===== config.mk =====
export PLATFORM = sky130hd
export DESIGN_NAME = valu_wb_queue
export DESIGN_NICKNAME = d
export VERILOG_FILES = /design/src/rtl/valu_wb_queue_pkg.sv /design/src/rtl/valu_wb_queue_sync_fifo_fwft.sv /design/src/rtl/valu_wb_queue.sv
export SDC_FILE = /design/constraint.sdc
export NUM_CORES = 2
export LEC_CHECK = 0
export ABC_AREA = 1
export CORE_MARGIN = 8
export CORE_UTILIZATION = 33
export DETAILED_ROUTE_END_ITERATION = 6
export MAX_ROUTING_LAYER = met4
export PLACE_DENSITY = 0.58
export SLEW_MARGIN = 20
export SYNTH_ARGS = -nofsm -noshare
export SYNTH_HDL_FRONTEND = slang
export SYNTH_HIERARCHICAL = 1
export SYNTH_SLANG_ARGS = --single-unit

===== constraint.sdc =====
create_clock -name clk -period 6.1 [get_ports clk]
set_input_delay 1.22 -clock clk [delete_from_list [all_inputs] [get_ports clk]]
set_output_delay 1.22 -clock clk [all_outputs]
set_load 0.01 [all_outputs]

===== src/rtl/valu_wb_queue_pkg.sv =====
// Shared vALU constants: lane widths, lane latency and writeback entry layout.
package valu_wb_queue_pkg;

    localparam int VALU_DATA_WIDTH   = 64;
    localparam int VALU_ADDR_WIDTH   = 32;
    localparam int VALU_LANE_LATENCY = 6;

    // Entry layout, LSB first: data, addr, w_reg, sca (MSB).
    localparam int ENTRY_DATA_LSB = 0;
    localparam int ENTRY_ADDR_LSB = ENTRY_DATA_LSB + VALU_DATA_WIDTH;
    localparam int ENTRY_WREG_BIT = ENTRY_ADDR_LSB + VALU_ADDR_WIDTH;
    localparam int ENTRY_SCA_BIT  = ENTRY_WREG_BIT + 1;
    localparam int ENTRY_WIDTH    = ENTRY_SCA_BIT + 1;

endpackage


===== src/rtl/valu_wb_queue_sync_fifo_fwft.sv =====
// Generic first-word-fall-through FIFO; the head entry is held in a register
// so the read side has no combinational path from the write side.
module sync_fifo_fwft #(
    parameter int WIDTH = 8,
    parameter int DEPTH = 16
) (
    input  logic                     clk,
    input  logic                     rst,
    input  logic                     wr_en,
    input  logic [WIDTH-1:0]         wr_data,
    input  logic                     rd_en,
    output logic [WIDTH-1:0]         rd_data,
    output logic                     rd_valid,
    output logic                     full,
    output logic [$clog2(DEPTH):0]   count,
    output logic [$clog2(DEPTH):0]   count_next
);

    localparam int AW = $clog2(DEPTH);
    localparam int CW = AW + 1;
    localparam logic [CW-1:0] DEPTH_C = CW'(DEPTH);

    logic [WIDTH-1:0] mem_r [DEPTH];
    logic [AW-1:0]    wr_ptr_r;
    logic [AW-1:0]    rd_ptr_r;
    logic [CW-1:0]    count_r;
    logic [WIDTH-1:0] head_r;
    logic             valid_r;

    logic             full_s;
    logic             push_s;
    logic             pop_s;
    logic [CW-1:0]    count_next_s;
    logic [AW-1:0]    rd_next_s;
    logic [AW-1:0]    wr_next_s;
    logic [WIDTH-1:0] head_next_s;

    // Accept/advance decisions and the next head value.
    always_comb begin
        full_s       = (count_r == DEPTH_C);
        pop_s        = rd_en & valid_r;
        // A push into a full queue is only taken when a pop frees the slot.
        push_s       = wr_en & (~full_s | pop_s);
        count_next_s = count_r;
        case ({push_s, pop_s})
            2'b10:   count_next_s = count_r + CW'(1);
            2'b01:   count_next_s = count_r - CW'(1);
            default: count_next_s = count_r;
        endcase
        rd_next_s = pop_s  ? rd_ptr_r + AW'(1) : rd_ptr_r;
        wr_next_s = push_s ? wr_ptr_r + AW'(1) : wr_ptr_r;
        if (count_next_s == CW'(0)) begin
            head_next_s = '0;
        end else if (push_s && (wr_ptr_r == rd_next_s)) begin
            head_next_s = wr_data;
        end else begin
            head_next_s = mem_r[rd_next_s];
        end
    end

    // Entry storage; contents are only observed once written.
    always_ff @(posedge clk) begin
        if (push_s) begin
            mem_r[wr_ptr_r] <= wr_data;
        end
    end

    // Pointers, occupancy and registered head.
    always_ff @(posedge clk or negedge rst) begin
        if (!rst) begin
            wr_ptr_r <= '0;
            rd_ptr_r <= '0;
            count_r  <= '0;
            head_r   <= '0;
            valid_r  <= 1'b0;
        end else begin
            wr_ptr_r <= wr_next_s;
            rd_ptr_r <= rd_next_s;
            count_r  <= count_next_s;
            head_r   <= head_next_s;
            valid_r  <= (count_next_s != CW'(0));
        end
    end

    assign rd_data    = head_r;
    assign rd_valid   = valid_r;
    assign full       = full_s;
    assign count      = count_r;
    assign count_next = count_next_s;

endmodule


===== src/rtl/valu_wb_queue.sv =====
// Writeback queue between the and/or/xor vALU lane and the VRF write port,
// with an early issue stall sized to cover results still in the lane.
module valu_wb_queue
    import valu_wb_queue_pkg::*;
#(
    parameter int DATA_WIDTH  = VALU_DATA_WIDTH,
    parameter int ADDR_WIDTH  = VALU_ADDR_WIDTH,
    parameter int DEPTH       = 16,
    parameter int STALL_SLACK = VALU_LANE_LATENCY
) (
    input  logic                    clk,
    input  logic                    rst,
    input  logic [DATA_WIDTH-1:0]   in_vec,
    input  logic [ADDR_WIDTH-1:0]   in_addr,
    input  logic                    in_valid,
    input  logic                    in_w_reg,
    input  logic                    in_sca,
    output logic [DATA_WIDTH-1:0]   wb_data,
    output logic [ADDR_WIDTH-1:0]   wb_addr,
    output logic                    wb_w_reg,
    output logic                    wb_sca,
    output logic                    wb_valid,
    input  logic                    wb_ready,
    output logic                    issue_stall,
    output logic [$clog2(DEPTH):0]  count,
    output logic                    overflow
);

    localparam int CW       = $clog2(DEPTH) + 1;
    localparam int ADDR_LSB = DATA_WIDTH;
    localparam int WREG_BIT = ADDR_LSB + ADDR_WIDTH;
    localparam int SCA_BIT  = WREG_BIT + 1;
    localparam int EW       = SCA_BIT + 1;
    localparam logic [CW-1:0] DEPTH_C = CW'(DEPTH);
    localparam logic [CW-1:0] SLACK_C = CW'(STALL_SLACK);

    logic [EW-1:0] entry_s;
    logic [EW-1:0] head_s;
    logic          head_valid_s;
    logic          full_s;
    logic [CW-1:0] count_s;
    logic [CW-1:0] count_next_s;
    logic          pop_s;
    logic          overflow_r;
    logic          stall_r;

    assign entry_s = {in_sca, in_w_reg, in_addr, in_vec};
    assign pop_s   = head_valid_s & wb_ready;

    sync_fifo_fwft #(
        .WIDTH (EW),
        .DEPTH (DEPTH)
    ) u_fifo (
        .clk        (clk),
        .rst        (rst),
        .wr_en      (in_valid),
        .wr_data    (entry_s),
        .rd_en      (wb_ready),
        .rd_data    (head_s),
        .rd_valid   (head_valid_s),
        .full       (full_s),
        .count      (count_s),
        .count_next (count_next_s)
    );

    // Sticky drop flag; the lane cannot be back-pressured so a full push is lost.
    always_ff @(posedge clk or negedge rst) begin
        if (!rst) begin
            overflow_r <= 1'b0;
        end else if (in_valid && full_s && !pop_s) begin
            overflow_r <= 1'b1;
        end
    end

    // Stall registered from next occupancy so it tracks the registered count.
    always_ff @(posedge clk or negedge rst) begin
        if (!rst) begin
            stall_r <= 1'b0;
        end else begin
            stall_r <= ((DEPTH_C - count_next_s) <= SLACK_C);
        end
    end

    assign wb_data     = head_s[DATA_WIDTH-1:0];
    assign wb_addr     = head_s[WREG_BIT-1:ADDR_LSB];
    assign wb_w_reg    = head_s[WREG_BIT];
    assign wb_sca      = head_s[SCA_BIT];
    assign wb_valid    = head_valid_s;
    assign count       = count_s;
    assign issue_stall = stall_r;
    assign overflow    = overflow_r;

endmodule


==> impl_metrics.yaml <==
drt:
  vias: 46100
  wl_mm: 209
  via_per_inst: 5.47
  drc: 1
  drtAntennaViolNets: 0
  dr.first_iter.drc_count: 5405
  routedWlPerCell_um: 24.8
  firstDrtPassIters: 7
layout:
  final_common_cell: "nand3_1"
  final_cell_mix: "nand3_1 (2266), edfxtp_1 (1568), nand2_1 (942)"
  final_cell_area_um2: 78300
  areaGrowthSynthToFinish_pct: 15.5
  register_area_um2: 49900
  fin_util_pct: 38.3
  multi_input_area_um2: 16100
  n_fill_cell: 19300
  nets: 5676
  final_layout_size_suffix_gt1_share_pct: 6.28
  finalNonFillerCells: 8426
critical_path:
  crit_arrival_ns: 4.71
  crit_slowest_cell: "clkdlybuf4s50_1"
  cp.buffers_inverters: 6
  crit_fanout: 34
  worst_setup_path_end_kind: "register"
  worst-setup-path-type: "primary input to register"
  path_common_cell: "nand2_1"
  worstPathCellList: "clkdlybuf4s50_1 > nand2_2 > inv_2 > nand2_2 > inv_1 > ha_1 > a21oi_1 > nand2_1 > xor2_1 > nand2_1 > nand2_1 > inv_1 > nand2_1 > nor2_4 > buf_12 > buf_4 > a21oi_1"
  crit_path_start_kind: "primary input"
  path_delay_family: "buffers and inverters"
  worstPathRequired_ns: 6.78
  critPathMaxStageDelay_ns: 0.62
place:
  placedCellCount: 8074
  io_buffers: 207
  dpl-instance-area_um2: 72700
  pre_cts_slack_ns: 1.28
  place_hpwl_mm: 95.1
  gp_congestion: 0.770
synth:
  ys_ff_latch: 1682
  synth_top_area_share_pct: 69.4
  netlist_top_cells_area: "edfxtp_1 (69%), nand3_1 (17%), nand2_1 (5.2%), dfrtp_1 (4.2%), clkbuf_1 (1.3%)"
  syn-num-nets: 5645
  synth_area_um2: 67800
  synth.distinct_cells: 26
  synth_seq_area_share_pct: 73.6
  synthCells: 5532
  yosys_warnings: 6
  yosysTopAreaCell: "edfxtp_1"
  synth_area_per_cell_um2: 12.3
global_routing:
  antenna_found_initial: 30
  grt_pass1_vias: 44000
  met2_usage_pct: 29.2
  met3_usage_pct: 3.25
  track_usage_pct: 18.7
  grt_first_pass_wirelength_mm: 306
  overflow: 0
  grt_use_met1_pct: 25.3
  top_usage_layer: "met2"
  grt_max_degree: 210
clock_tree:
  clockBufferDepth: 3
  cts-buffers-inserted: 173
  postCtsHoldBufs: 0
  clk_latency_ns: 0.83
  root_buffer: "clkbuf_16"
  clk_pin_slew_worst_paths_ns: 0.06
  cts_setup_buffers: 0
  cts_sinks: 1682
  h-tree-depth: 4
  cts_resized: 0
  cts_tree: "yes"
floorplanning:
  core_um2: 204000
  die_w_um: 469
  io_pins: 208
  num_rows: 166
  fp.dieH_um: 469
  initial_utilization_pct: 33.2
  die_area_um2: 220000
timing:
  worstMarginPinSlew_ns: 1.19
  period_needed_ns: 4.03
  rsz0062_at_grt: "false"
  final_max_slew_viol_count: 0
  skew_ns: 0.0518
  fin_crit_sh_pct: 66.0
  fmax_mhz: 248
  fin_hold_ws_ns: 0.458
  finalSetupViolations: 0
  relSlewSlack_pct: 20.5
  hold_violations: 0
  worst_slack_ns: 2.07
  setup_tns_ns: 0
pwr:
  pwr_density_cell_nw_per_um2: 522
  ir_worst_vdd_v: 0.000968
  power.leakage_nw: 26.6
  power_mw: 40.9
run:
  drv_cap: 0
hold_path:
  hold_class: "primary input to asynchronous set/reset pin"
run_status:
  status: "finished with violations"
  violations: "DRC"
## cells in the mapped netlist
| master | count |
|---|---|
| o21ai_2 | 1 |
| nand2_1 | 945 |
| buf_4 | 18 |
| nand2_2 | 6 |
| inv_1 | 27 |
| buf_2 | 123 |
| nand3_1 | 2267 |
| o21ai_1 | 2 |
| clkbuf_1 | 229 |
| a21oi_1 | 100 |
| nand4_1 | 3 |
| buf_6 | 6 |
| dfrtp_1 | 114 |
| fa_1 | 1 |
| nand3b_1 | 3 |
| o21ai_0 | 1 |
| xnor2_1 | 1 |
| nor2_2 | 1 |
| a31o_2 | 1 |
| nor2_1 | 30 |
| ha_1 | 10 |
| inv_2 | 5 |
| buf_1 | 62 |
| nand3_2 | 1 |
| edfxtp_1 | 1568 |
| xor2_1 | 7 |
## final cells by class
cell class	instances	area share, %
Sequential cell	1682	63.7
Multi-Input combinational cell	3380	20.5
Clock buffer	240	6.01
Tap cell	2688	4.29
Timing Repair Buffer	294	4.15
Clock inverter	85	1.03
Inverter	32	0.169
Antenna cell	25	0.0799
## worst paths after layout
check / startpoint / to / slack (ns) / depth (start not counted)
max: wb_ready / u_fifo/rd_data[52] / 2.07 / 17
min: rst / u_fifo/rd_data[26] / 0.46 / 1
min in group clk: overflow / overflow / 0.54 / 1
max reg2reg: u_fifo/rd_valid / u_fifo/rd_data[52] / 2.40 / 16
max in group asynchronous: rst / u_fifo/rd_data[78] / 4.58 / 2
min reg2reg: overflow / overflow / 0.54 / 1
## report_power, final
| part | switching (mW) | leakage [nW] | internal, mW | total (mW) |
|---|---|---|---|---|
| logic | 11.1 | 8.47 | 4.75 | 15.9 |
| registers | 0.627 | 15.5 | 14.2 | 14.8 |
| clock network | 4.56 | 2.66 | 5.67 | 10.2 |
| total | 16.3 | 26.6 | 24.6 | 40.9 |
## layer usage
layer | up-vias | wire [µm] | share of wire [%]
li1 | 20400 | - | -
met1 | 23200 | 89300 | 43
met2 | 2142 | 97900 | 47
met3 | 313 | 17000 | 8.1
met4 | 0 | 4630 | 2.2
met5 | - | 0 | 0
## worst reg2reg max path: stages (launching register included)
cell	delay (ns)
dfrtp_1	0.64
nand2_2	0.31
inv_2	0.16
nand2_2	0.12
inv_1	0.16
ha_1	0.30
a21oi_1	0.16
nand2_1	0.08
xor2_1	0.14
nand2_1	0.05
nand2_1	0.13
inv_1	0.09
nand2_1	0.08
nor2_4	0.50
buf_12	0.36
buf_4	0.24
a21oi_1	0.06
## registers in the layout, indices dropped and copies added, names as in the netlist
signal	count
u_fifo/mem_r	1568
u_fifo/rd_data	98
u_fifo/count	5
u_fifo/rd_ptr_r	4
u_fifo/wr_ptr_r	4
issue_stall	1
overflow	1
u_fifo/rd_valid	1
## logic make-up (layout without fill, tap and decap cells)
kind of cell	after synthesis	after routing	share of synthesized area, %
simple gates	3256	3256	22.3
flops	1682	1682	73.6
buf+inv	470	651	2.99
compound gates	105	105	0.786
fa+ha+maj	11	11	0.214
xor+xnor	8	8	0.103
other cells	0	25	0
Power figures use the tool's default switching activity.
